--- src/rtl/uart_pkg.sv ---
// Shared UART definitions: state encodings and default baud divisor.
// Also intended for the receive side.
package uart_pkg;
    localparam logic [2:0] ST_IDLE  = 3'd0;
    localparam logic [2:0] ST_FETCH = 3'd1;
    localparam logic [2:0] ST_START = 3'd2;
    localparam logic [2:0] ST_DATA  = 3'd3;
    localparam logic [2:0] ST_STOP  = 3'd4;

    // 12 MHz / 115200 baud
    localparam int DEF_CLKS_PER_BIT = 104;

    typedef enum logic [2:0] {
        IDLE  = ST_IDLE,
        FETCH = ST_FETCH,
        START = ST_START,
        DATA  = ST_DATA,
        STOP  = ST_STOP
    } uart_state_t;
endpackage

--- src/rtl/fifo_uart_tx_if.sv ---
// FIFO read port as seen by the UART transmitter.
// The master side issues re; the slave (FIFO) side returns empty and q.
interface fifo_uart_tx_if #(parameter int DATA_WIDTH = 8) ();
    logic                  empty;
    logic [DATA_WIDTH-1:0] q;
    logic                  re;

    modport master (output re, input empty, input q);
    modport slave  (input re, output empty, output q);
endinterface

--- src/rtl/uart_baud_tick.sv ---
// Bit-period timer: down-counter that reloads on load or when it reaches zero.
// tick marks the last cycle of each bit period.
module uart_baud_tick
    import uart_pkg::*;
#(
    parameter int CLKS_PER_BIT = DEF_CLKS_PER_BIT
) (
    input  logic clk,
    input  logic rst_n,
    input  logic load,
    output logic tick
);
    localparam int CW = (CLKS_PER_BIT > 1) ? $clog2(CLKS_PER_BIT) : 1;
    localparam logic [CW-1:0] RELOAD = CW'(CLKS_PER_BIT - 1);

    logic [CW-1:0] cnt;

    always_ff @(posedge clk or negedge rst_n) begin
        if (!rst_n)
            cnt <= '0;
        else if (load || cnt == '0)
            cnt <= RELOAD;
        else
            cnt <= cnt - 1'b1;
    end

    assign tick = (cnt == '0);
endmodule

--- src/rtl/fifo_uart_tx.sv ---
// Drains a registered-read FIFO into an 8N1-style UART line, LSB first.
// One re pulse per frame; the word is captured the cycle after re.
module fifo_uart_tx
    import uart_pkg::*;
#(
    parameter int DATA_WIDTH   = 8,
    parameter int CLKS_PER_BIT = DEF_CLKS_PER_BIT,
    parameter int STOP_BITS    = 1
) (
    input  logic            clk,
    input  logic            rst_n,
    fifo_uart_tx_if.master  fifo,
    output logic            tx,
    output logic            busy
);
    localparam int BW = $clog2(DATA_WIDTH + 1);
    localparam logic [BW-1:0] LAST_BIT  = BW'(DATA_WIDTH - 1);
    localparam logic [BW-1:0] LAST_STOP = BW'(STOP_BITS - 1);

    uart_state_t           state, state_d;
    logic [DATA_WIDTH-1:0] sreg, sreg_d;
    logic [BW-1:0]         bit_idx, bit_idx_d;
    logic                  tx_d;
    logic                  load;
    logic                  tick;

    uart_baud_tick #(.CLKS_PER_BIT(CLKS_PER_BIT)) u_baud (
        .clk   (clk),
        .rst_n (rst_n),
        .load  (load),
        .tick  (tick)
    );

    always_ff @(posedge clk or negedge rst_n) begin
        if (!rst_n) begin
            state   <= IDLE;
            tx      <= 1'b1;
            busy    <= 1'b0;
            bit_idx <= '0;
            sreg    <= '0;
        end else begin
            state   <= state_d;
            tx      <= tx_d;
            busy    <= (state_d != IDLE);
            bit_idx <= bit_idx_d;
            sreg    <= sreg_d;
        end
    end

    always_comb begin
        state_d   = state;
        sreg_d    = sreg;
        bit_idx_d = bit_idx;
        tx_d      = tx;
        load      = 1'b0;
        fifo.re   = 1'b0;
        unique case (state)
            IDLE: begin
                // re is gated by rst_n so it is low for the whole reset pulse
                if (rst_n && !fifo.empty) begin
                    fifo.re = 1'b1;
                    state_d = FETCH;
                end
            end
            FETCH: begin
                sreg_d    = fifo.q;
                bit_idx_d = '0;
                tx_d      = 1'b0;
                load      = 1'b1;
                state_d   = START;
            end
            START: begin
                if (tick) begin
                    tx_d    = sreg[0];
                    state_d = DATA;
                end
            end
            DATA: begin
                if (tick) begin
                    if (bit_idx == LAST_BIT) begin
                        tx_d      = 1'b1;
                        bit_idx_d = '0;
                        state_d   = STOP;
                    end else begin
                        sreg_d    = sreg >> 1;
                        tx_d      = sreg_d[0];
                        bit_idx_d = bit_idx + 1'b1;
                    end
                end
            end
            STOP: begin
                // bit_idx is reused to count stop-bit periods
                if (tick) begin
                    if (bit_idx == LAST_STOP)
                        state_d = IDLE;
                    else
                        bit_idx_d = bit_idx + 1'b1;
                end
            end
            default: state_d = IDLE;
        endcase
    end
endmodule

--- src/flat_wrapper.sv ---
// flat-port wrapper written by rule: the top's interface ports become plain ports
module fifo_uart_tx_flat import uart_pkg::*;
#(
    parameter int DATA_WIDTH   = 8,
    parameter int CLKS_PER_BIT = DEF_CLKS_PER_BIT,
    parameter int STOP_BITS    = 1
)
  (clk, rst_n, tx, busy, fifo_re, fifo_empty, fifo_q);
  fifo_uart_tx_if #(.DATA_WIDTH(DATA_WIDTH)) fifo_i ();
  input  logic clk;
  input  logic rst_n;
  output logic tx;
  output logic busy;
  output wire logic [$bits(fifo_i.re)-1:0] fifo_re;
  input wire logic [$bits(fifo_i.empty)-1:0] fifo_empty;
  input wire logic [$bits(fifo_i.q)-1:0] fifo_q;
  assign fifo_re = fifo_i.re;
  assign fifo_i.empty = fifo_empty;
  assign fifo_i.q = fifo_q;
  fifo_uart_tx #(.DATA_WIDTH(DATA_WIDTH), .CLKS_PER_BIT(CLKS_PER_BIT), .STOP_BITS(STOP_BITS)) u_core (.clk(clk), .rst_n(rst_n), .fifo(fifo_i), .tx(tx), .busy(busy));
endmodule
--- config.mk ---
export PLATFORM = sky130hd
export DESIGN_NAME = fifo_uart_tx_flat
export DESIGN_NICKNAME = d
export VERILOG_FILES = /design/src/rtl/uart_pkg.sv /design/src/rtl/fifo_uart_tx_if.sv /design/src/rtl/uart_baud_tick.sv /design/src/rtl/fifo_uart_tx.sv /design/src/flat_wrapper.sv
export SDC_FILE = /design/constraint.sdc
export NUM_CORES = 1
export LEC_CHECK = 0
export CAP_MARGIN = 20
export CORE_MARGIN = 3
export CORE_UTILIZATION = 40
export DETAILED_ROUTE_END_ITERATION = 8
export SYNTH_ARGS = -nofsm -noshare
export SYNTH_HDL_FRONTEND = slang
export SYNTH_HIERARCHICAL = 1
export SYNTH_SLANG_ARGS = --single-unit
--- constraint.sdc ---
create_clock -name clk -period 5.75 [get_ports clk]
set_clock_uncertainty 0.1 [all_clocks]
set_input_delay 1.15 -clock clk [delete_from_list [all_inputs] [get_ports clk]]
set_output_delay 1.15 -clock clk [all_outputs]
set_load 0.05 [all_outputs]
==> reports/qor.txt <==
Syn nets: 139
Synthesized instance count: 124
Worst skew pair latency: 0.31 ns
Fraction of the mapped netlist area in adder cells: 0.0385
Total Nets Final: 154
Hpwl dp: 1.64 mm
Largest family of logic cells by synthesized area: simple AND/OR/NAND/NOR gates
Die Wd: 63.0 um
Outcome: finished clean
Clk pwr share: 0.167
Routed via count: 955
Gpl congestion: 0.768
Slew headroom: 0.605
TritonCTS clock tree: yes
Core outline area: 3080 um2
Clock tree sinks: 24
GR Overflow Total: 0
Pin count of the biggest net entering global routing: 26
Internal: 0.000354 W
Yosys warnings: 6
Share of cells above drive strength 1: 0.196
Std cell rows: 20
Hold Crit Depth: 1
Setup TNS: 0 ns
Maxcap violations: 0
Die Area: 3970 um2
Switching share of power: 0.319
Tot GR Track Use: 0.123
CTS Buffer Depth: 2
Reg2Reg Setup Slack: 3.24 ns
Detailed Routing Iterations Pass 1: 4
Initial core utilization: 0.423
Final setup violating endpoints: 0
PortBufs: 13
Fillers: 290
Static Leak: 0.654 nW
CP endpoint kind: output pin
Switching pwr: 0.000166 W
Max-slew violations: 0
Simple-gate portion of the synthesized area: 0.192
Die Height: 63.0 um
P per Cell Area: 345 nW/um2
#FFs+latches synth: 24
Required time of the critical path: 4.50 ns
Global-route wire length before repair: 4.02 mm
Post-synthesis sequential area ratio: 0.462
Crit path max fanout: 25
Routed vias/inst: 5.25
DRT iter0 DRCs: 55
Sequential power share: 0.516
Final Hold Fails: 0
Post-synthesis mux area share: 0.130
Comb pwr share: 0.316
ANT cells: 0
RSZ-0062 raised after global routing: no
Setup Buffers After CTS: 0
Peak VDD IR: 0.211 mV
CP arrival: 3.10 ns
Netlist Area Pre-Place: 1300 um2
Ports: 14
Root buf cell: clkbuf_4
Worst slew pin tran: 0.592 ns
CTS buffer count: 3
Layout Utilization: 0.489
Worst r2r path cells: 6
Critical Path Start Type: input pin
DRT antenna net count: 0
Post-synthesis xor/xnor area fraction: 0.0269
Commonest non-fill, non-tap cell in the layout: dfrtp_1
Tightest Hold Check Type: reg2reg
Syn_area_per_cell: 10.5 um2
Area grow syn2layout: 15.7%
Fmax: 0.230 GHz
Distinct cells, synth: 39
Final wirelength: 2.31 mm
Post-DR wirelength/cell: 12.7 um
Via count of the first global-routing pass: 943
Tcrit/Tclk final: 0.756
Minimum clock period: 4.35 ns
DRC: 0
H-tree Lvls: 1
Initial antenna violation count: 0
Compound-Gate Fraction of Synth Area: 0.111
Commonest non-fill, non-tap cells in the layout: dfrtp_1 (23), mux2_2 (15), clkdlybuf4s50_1 (13), nor2_1 (13), nand2_1 (10)
CTS Hold Buffers Added: 0
Worst-path clk slew: 0.12 ns
Setup CP Type: in2out
PostCTS Resize Cnt: 0
==> synth_stat cells, drive strengths merged <==
cell | count | share of area
o32a | 1 | 0.0077
xor2 | 1 | 0.0067
clkbuf | 1 | 0.0029
or3 | 1 | 0.0087
o21ai | 5 | 0.019
nor4 | 3 | 0.014
nor2b | 1 | 0.0048
a21boi | 1 | 0.0058
nor2 | 14 | 0.046
o31ai | 1 | 0.0058
dfstp | 1 | 0.020
and3b | 1 | 0.0067
or4 | 1 | 0.0058
a41o | 1 | 0.0077
o21a | 2 | 0.012
nor3 | 3 | 0.015
nand3 | 2 | 0.0077
nand2b | 2 | 0.0096
nor4bb | 1 | 0.0077
nor3b | 3 | 0.017
buf | 3 | 0.016
inv | 7 | 0.020
or3b | 1 | 0.0087
mux2 | 15 | 0.13
and3 | 2 | 0.011
a31oi | 2 | 0.0096
xnor2 | 3 | 0.020
a22o | 1 | 0.0067
a21oi | 4 | 0.015
a221o | 1 | 0.0077
a211oi | 1 | 0.0058
ha | 4 | 0.038
dfrtp | 23 | 0.44
nand2 | 10 | 0.029
a211o | 1 | 0.0077
==> sequential cells by signal, indices dropped and copies added, names as in the netlist <==
register / flops
u_core/sreg: 8
u_core/u_baud/cnt: 7
u_core/bit_idx: 4
u_core/busy: 1
u_core/state: 3
u_core/tx: 1
==> path summary, 6_finish.rpt <==
path	start	endpoint
hold / removal	u_core/u_baud/cnt[0]	u_core/u_baud/cnt[0]
setup / recovery	rst_n	fifo_re
setup reg to reg	u_core/u_baud/cnt[4]	u_core/sreg[5]
max in group asynchronous	rst_n	u_core/tx
min in group asynchronous	rst_n	u_core/bit_idx[1]
hold reg to reg	u_core/u_baud/cnt[0]	u_core/u_baud/cnt[0]
==> final cells by class <==
cell class	instances	area, um2	share of cell area
clock buffer	4	36.3	0.0241
multi-input combinational	89	648	0.431
sequential	24	602	0.400
timing repair buffer	14	138	0.0914
tap	44	55.1	0.0366
inverter	7	26.3	0.0175
==> critical path, cell delays in order <==
cell,delay [ns]
clkdlybuf4s50_1,0.45
buf_4,0.31
nand2b_1,0.16
nor4_1,0.18
clkdlybuf4s50_1,0.84
==> per-layer routing <==
layer  wire [um]  global-route usage  share of wire
met2        1140               0.215           0.49
met1        1070               0.147           0.46
met4          14              0.0248         0.0061
met5           0                   0              0
met3          86              0.0396          0.037
==> cells by family (layout without fill, tap and decap cells) <==
family	count (synthesis)	in the layout
and+or+nand+nor	45	45
DFF	24	24
AOI/OAI and AO/OA	21	21
muxes	15	15
buffers and inverters	11	25
adders and majority gates	4	4
xor gates and xnor gates	4	4
==> stage by stage <==
step / hold WS [ns] / total power, W / cell area [um2] / cells / worst slack [ns]
floorplan: 0.329 / 0.000398 / 1300 / 124 / 1.74
global placement: 0.346 / 0.000428 / 1470 / 178 / 1.42
detailed placement: 0.355 / 0.000439 / 1470 / 178 / 1.38
CTS: 0.372 / 0.000531 / 1510 / 182 / 1.37
global route: 0.410 / 0.000565 / 1510 / 182 / 1.29
finish: 0.369 / 0.000520 / 1510 / 182 / 1.40
==> power by group through the flow <==
stage,clock [W],combinational (W),sequential [W]
after floorplan,0,0.000142,0.000256
after global placement,0,0.000158,0.000271
after detailed placement,0,0.000166,0.000273
after CTS,0.0000949,0.000167,0.000269
after global routing,0.000101,0.000186,0.000278
final,0.0000870,0.000164,0.000268
(Power assumes the default switching activity.)
